==> src/rtl/eth_tx_stream_arbiter.sv <==
// Packet-level round-robin arbiter sharing one AXI-Stream TX datapath between
// the RDMA data path (port 0) and the ACK/control path (port 1).
module eth_tx_stream_arbiter #(
  parameter int unsigned DATA_WIDTH = 64,
  parameter int unsigned CNT_WIDTH  = 16
) (
  input  logic                    clk,
  input  logic                    rst,
  input  logic [DATA_WIDTH-1:0]   s0_axis_tdata,
  input  logic [DATA_WIDTH/8-1:0] s0_axis_tkeep,
  input  logic                    s0_axis_tvalid,
  output logic                    s0_axis_tready,
  input  logic                    s0_axis_tlast,
  input  logic [DATA_WIDTH-1:0]   s1_axis_tdata,
  input  logic [DATA_WIDTH/8-1:0] s1_axis_tkeep,
  input  logic                    s1_axis_tvalid,
  output logic                    s1_axis_tready,
  input  logic                    s1_axis_tlast,
  output logic [DATA_WIDTH-1:0]   m_axis_tdata,
  output logic [DATA_WIDTH/8-1:0] m_axis_tkeep,
  output logic                    m_axis_tvalid,
  input  logic                    m_axis_tready,
  output logic                    m_axis_tlast,
  output logic [1:0]              grant,
  output logic [CNT_WIDTH-1:0]    frame_cnt0,
  output logic [CNT_WIDTH-1:0]    frame_cnt1
);

  typedef enum logic [1:0] {
    IDLE = 2'd0,
    GNT0 = 2'd1,
    GNT1 = 2'd2
  } state_t;

  state_t state;
  logic   last_grant;
  logic   out_free;
  logic   acc0;
  logic   acc1;

  // The single output register can take a new beat when empty or draining.
  assign out_free       = !m_axis_tvalid || m_axis_tready;
  assign s0_axis_tready = (state == GNT0) && out_free;
  assign s1_axis_tready = (state == GNT1) && out_free;
  assign acc0           = s0_axis_tvalid && s0_axis_tready;
  assign acc1           = s1_axis_tvalid && s1_axis_tready;

  // Arbitration FSM: grant held from first beat until the tlast beat is accepted.
  always_ff @(posedge clk or posedge rst) begin
    if (rst) begin
      state      <= IDLE;
      grant      <= 2'b00;
      last_grant <= 1'b1;
    end else begin
      case (state)
        IDLE: begin
          if (s0_axis_tvalid && (!s1_axis_tvalid || last_grant)) begin
            state <= GNT0;
            grant <= 2'b01;
          end else if (s1_axis_tvalid) begin
            state <= GNT1;
            grant <= 2'b10;
          end
        end
        GNT0: begin
          if (acc0 && s0_axis_tlast) begin
            state      <= IDLE;
            grant      <= 2'b00;
            last_grant <= 1'b0;
          end
        end
        GNT1: begin
          if (acc1 && s1_axis_tlast) begin
            state      <= IDLE;
            grant      <= 2'b00;
            last_grant <= 1'b1;
          end
        end
        default: begin
          state <= IDLE;
          grant <= 2'b00;
        end
      endcase
    end
  end

  // Output register stage.
  always_ff @(posedge clk or posedge rst) begin
    if (rst) begin
      m_axis_tvalid <= 1'b0;
      m_axis_tdata  <= '0;
      m_axis_tkeep  <= '0;
      m_axis_tlast  <= 1'b0;
    end else if (acc0) begin
      m_axis_tvalid <= 1'b1;
      m_axis_tdata  <= s0_axis_tdata;
      m_axis_tkeep  <= s0_axis_tkeep;
      m_axis_tlast  <= s0_axis_tlast;
    end else if (acc1) begin
      m_axis_tvalid <= 1'b1;
      m_axis_tdata  <= s1_axis_tdata;
      m_axis_tkeep  <= s1_axis_tkeep;
      m_axis_tlast  <= s1_axis_tlast;
    end else if (m_axis_tready) begin
      m_axis_tvalid <= 1'b0;
    end
  end

  // Per-port frame counters, wrapping.
  always_ff @(posedge clk or posedge rst) begin
    if (rst) begin
      frame_cnt0 <= '0;
      frame_cnt1 <= '0;
    end else begin
      if (acc0 && s0_axis_tlast) frame_cnt0 <= frame_cnt0 + CNT_WIDTH'(1);
      if (acc1 && s1_axis_tlast) frame_cnt1 <= frame_cnt1 + CNT_WIDTH'(1);
    end
  end

endmodule

==> config.mk <==
export PLATFORM = sky130hd
export DESIGN_NAME = eth_tx_stream_arbiter
export DESIGN_NICKNAME = d
export VERILOG_FILES = /design/src/rtl/eth_tx_stream_arbiter.sv
export SDC_FILE = /design/constraint.sdc
export NUM_CORES = 1
export LEC_CHECK = 0
export CAP_MARGIN = 10
export CELL_PAD_IN_SITES_DETAIL_PLACEMENT = 0
export CELL_PAD_IN_SITES_GLOBAL_PLACEMENT = 1
export CORE_ASPECT_RATIO = 0.7
export CORE_MARGIN = 2
export CORE_UTILIZATION = 31
export CTS_BUF_LIST = sky130_fd_sc_hd__clkbuf_4
export CTS_CLUSTER_SIZE = 40
export DETAILED_ROUTE_END_ITERATION = 16
export GPL_TIMING_DRIVEN = 0
export PLACE_DENSITY_LB_ADDON = 0.12
export SKIP_LAST_GASP = 1
export SLEW_MARGIN = 20
export SYNTH_ARGS = -nofsm -noshare
export SYNTH_HDL_FRONTEND = slang
export SYNTH_SLANG_ARGS = --single-unit
export TNS_END_PERCENT = 1
==> constraint.sdc <==
create_clock -name clk -period 11.17 [get_ports clk]
set_input_delay 2.234 -clock clk [delete_from_list [all_inputs] [get_ports clk]]
set_output_delay 2.234 -clock clk [all_outputs]
set_load 0.01 [all_outputs]
==> reports/summary.log <==
INFO  timing         worstMarginPinSlew=548ps
INFO  final_layout   final_standard_cell_count_with_taps_included_and_fillers_excluded=1,023
INFO  clocking       tritoncts=done
INFO  clocking       numCtsBuffers=9
INFO  yosys          syn_nets=698
INFO  power_and_ir_drop power.clock.fraction=11.7%
INFO  drt            wire_per_inst=16.8µm
INFO  yosys          syn_area=4970µm²
INFO  placement      globalplace.congestion=0.832
INFO  setup_path     crit_path_end_kind=output pin
INFO  yosys          syn_area_per_cell=9.12µm²
INFO  power_and_ir_drop power.leakage=3.41nW
INFO  yosys          ys.warnings.count=0
INFO  yosys          yosys_register_bits=109
INFO  floorplanning  fp.dieArea=17,100µm²
INFO  setup_path     cp_data_required_time=8940ps
INFO  placement      placement.cell_area=7850µm²
INFO  clocking       postCtsResizedCells=0
INFO  clocking       cts-hold-fix-buffers=0
INFO  drt            drt_pass1_iterations=4
INFO  final_layout   final_cell_area=7990µm²
INFO  clocking       clock_tree.root_cell=clkbuf_4
INFO  yosys          synth-edff-count=0
INFO  final_layout   layout.cells.most_common_list=clkdlybuf4s50_1 (260), a21oi_1 (144), dfrtp_1 (108), nand2_1 (89), nor2_1 (77)
INFO  clocking       clock_latency=500ps
INFO  clocking       clockBufferDepth=2
INFO  timing         setup_viol=0
INFO  floorplanning  standard_cell_rows=38
INFO  floorplanning  floorplan.initialDensity=31.9%
INFO  power_and_ir_drop power.ir.vdd_worst=0.0960mV
INFO  setup_path     timing.critical_path.slowest_cell_delay=560ps
INFO  setup_path     most_frequent_cp_cell=clkdlybuf4s50_1
INFO  floorplanning  core_area=15,600µm²
INFO  placement      place.detailed.instances=1,006
INFO  run            max-cap-violations=0
INFO  timing         final.hold.worst_slack=490ps
INFO  setup_path     path_class=input pin to output pin
INFO  yosys          yosys_most_used_dff=dfrtp_1
INFO  clocking       cts.reportedPaths.clkPinSlew=180ps
INFO  grt            largest_net_degree_at_the_start_of_global_routing=56
INFO  drt            drcViolationCount=0
INFO  timing         final-max-slew-violation-count=0
INFO  final_layout   final_net_count=970
INFO  setup_path     critical_path.startpoint_type=input pin
INFO  status         outcome=finished clean
INFO  timing         min_period_over_period=52.3%
INFO  clocking       post-cts-setup-buffer-count=0
INFO  final_layout   area.growth.synth_to_final=60.7%
INFO  yosys          ys_async_sr_fraction=100%
INFO  setup_path     critical_path.n_buffers_inverters=2
INFO  timing         clock_skew=10.1ps
INFO  setup_path     critical_path_peak_fanout=7
INFO  min_path       worst_hold_path_type=flop to flop
INFO  power_and_ir_drop seq_power_share=38.3%
INFO  timing         fin_setup_tns=0ps
INFO  timing         timing.fmax=171MHz
INFO  placement      dpl.hpwl=12,800µm
INFO  power_and_ir_drop p_comb_share=50.0%
INFO  clocking       cts_h_tree_depth=3
INFO  drt            avgViaCountPerCell=4.81
INFO  yosys          ys_seq_area_share=54.9%
INFO  setup_path     kind_of_cell_adding_the_most_delay_to_the_critical_path=buffers and inverters
INFO  setup_path     timing.critical_path.cells=clkdlybuf4s50_1, and2b_4, nor2_1, clkdlybuf4s50_1
INFO  timing         min_tclk_post_route=5840ps
INFO  final_layout   commonest_non_fill_non_tap_cell_in_the_layout=clkdlybuf4s50_1
INFO  final_layout   n_fill_cell=1,459
INFO  power_and_ir_drop p_switching=0.000657W
INFO  timing         maxSlewHeadroom=63.5%
INFO  grt            number_of_antenna_violations_at_the_first_check_in_global_routing=1
INFO  grt            grt_pass1_wl=26,800µm
INFO  floorplanning  fp.dieH=110µm
INFO  timing         rsz0062_at_grt=false
INFO  setup_path     cpMaxStageDelayCell=clkdlybuf4s50_1
INFO  timing         timing.final.hold_violations=0
INFO  clocking       clock_sink_count=109
INFO  power_and_ir_drop sw_frac_of_total=38.2%
INFO  yosys          netlist_instances=545
INFO  floorplanning  dieWidth=155µm
INFO  floorplanning  i_o_pins=261
INFO  grt            grt_use_total=20.2%
INFO  drt            drt_iter0_drc=256
INFO  yosys          synth_cell_type_count=34
INFO  drt            postRouteWirelength=17,200µm
INFO  power_and_ir_drop power_report.internal_total=0.00106W
INFO  grt            first_global_vias=5,193
INFO  setup_path     crit_arrival=3600ps
INFO  final_layout   drive_above_1_share=5.72%
INFO  drt            routed-via-count=4,918
INFO  placement      place.port_buffers=260
INFO  power_and_ir_drop pwr_density_cell=215nW/µm²
INFO  drt            final_antenna_net_count=0
INFO  grt            grt-ovfl-total=0
kinds of logic (layout without fill, tap and decap cells):
| kind of cell | Yosys count | count (layout) | synth area share [%] |
|---|---|---|---|
| muxes | 2 | 2 | 0.453 |
| DFF | 109 | 109 | 54.9 |
| adders and majority gates | 2 | 2 | 0.504 |
| other | 0 | 1 | 0 |
| and+or+nand+nor | 217 | 217 | 20.2 |
| xor gates and xnor gates | 30 | 30 | 5.29 |
| buffers and inverters | 37 | 314 | 3.48 |
| AOI/OAI and AO/OA | 148 | 148 | 15.1 |
layout make-up:
cell class                      instances  area, µm²  share of cell area [%]
Clock inverter                          6       53.8                   0.674
Clock buffer                           10       75.1                   0.940
Tap cell                              200        250                    3.13
Inverter                                4       20.0                   0.251
Sequential cell                       109       2730                    34.2
Multi-Input combinational cell        399       2070                    25.9
Antenna cell                            1       2.50                  0.0313
Timing Repair Buffer                  261       2630                    32.9
Buffer                                 33        158                    1.97
synthesized netlist by cell type, types with 3 or more instances:
| master | number | area share, % |
|---|---|---|
| a21oi_1 | 144 | 15 |
| inv_1 | 4 | 0.30 |
| xnor2_1 | 23 | 4.1 |
| nand3_1 | 13 | 1.3 |
| buf_4 | 5 | 0.76 |
| nor2_1 | 77 | 5.8 |
| nor4_4 | 3 | 1.3 |
| xor2_1 | 7 | 1.2 |
| and3_1 | 5 | 0.63 |
| buf_2 | 12 | 1.2 |
| nand2_1 | 89 | 6.7 |
| clkbuf_1 | 16 | 1.2 |
| dfrtp_1 | 108 | 54 |
| nand4_1 | 13 | 1.6 |
per-stage QoR:
step                      utilization (%)  power [W]  worst slack, ps
after CTS                            51.2    0.00175             5330
after floorplan                         -    0.00104             6060
after detailed placement             50.4    0.00154             5330
final                                51.2    0.00172             5330
after global placement               50.2    0.00151             4150
after global routing                 51.2    0.00185             5280
flip-flops by register name, indices dropped and copies added (netlist names):
name           count
frame_cnt0        16
frame_cnt1        16
last_grant         1
m_axis_tdata      64
m_axis_tkeep       8
m_axis_tlast       1
m_axis_tvalid      1
state              2
routing by layer:
metal / vias to the layer above / global-route usage (%) / share of wire, %
met4: 0 / 4.78 / 1.1
met1: 2343 / 25.0 / 43
li1: 2378 / - / -
met3: 15 / 8.67 / 9.3
met5: - / 0 / 0
met2: 182 / 32.8 / 46
path summary, 6_finish.rpt:
| check | start | endpoint | slack (ps) | cells after the start |
|---|---|---|---|---|
| max | m_axis_tready | s1_axis_tready | 5330 | 4 |
| min reg2reg | frame_cnt0[15] | frame_cnt0[15] | 490 | 1 |
| min in group asynchronous | rst | m_axis_tkeep[4] | 2130 | 2 |
| min | frame_cnt0[15] | frame_cnt0[15] | 490 | 1 |
| max reg2reg | state[1] | m_axis_tdata[27] | 9270 | 6 |
| max in group asynchronous | rst | m_axis_tdata[33] | 8370 | 3 |
power by group through the flow:
| stage | logic, W | registers, W | clock network [W] |
|---|---|---|---|
| finish | 0.000860 | 0.000658 | 0.000201 |
| global route | 0.000944 | 0.000679 | 0.000224 |
| CTS | 0.000875 | 0.000659 | 0.000211 |
| detailed placement | 0.000873 | 0.000664 | 0 |
| global placement | 0.000856 | 0.000656 | 0 |
| floorplan | 0.000315 | 0.000726 | 0 |
Note: power is estimated with default switching activity, not from simulation.
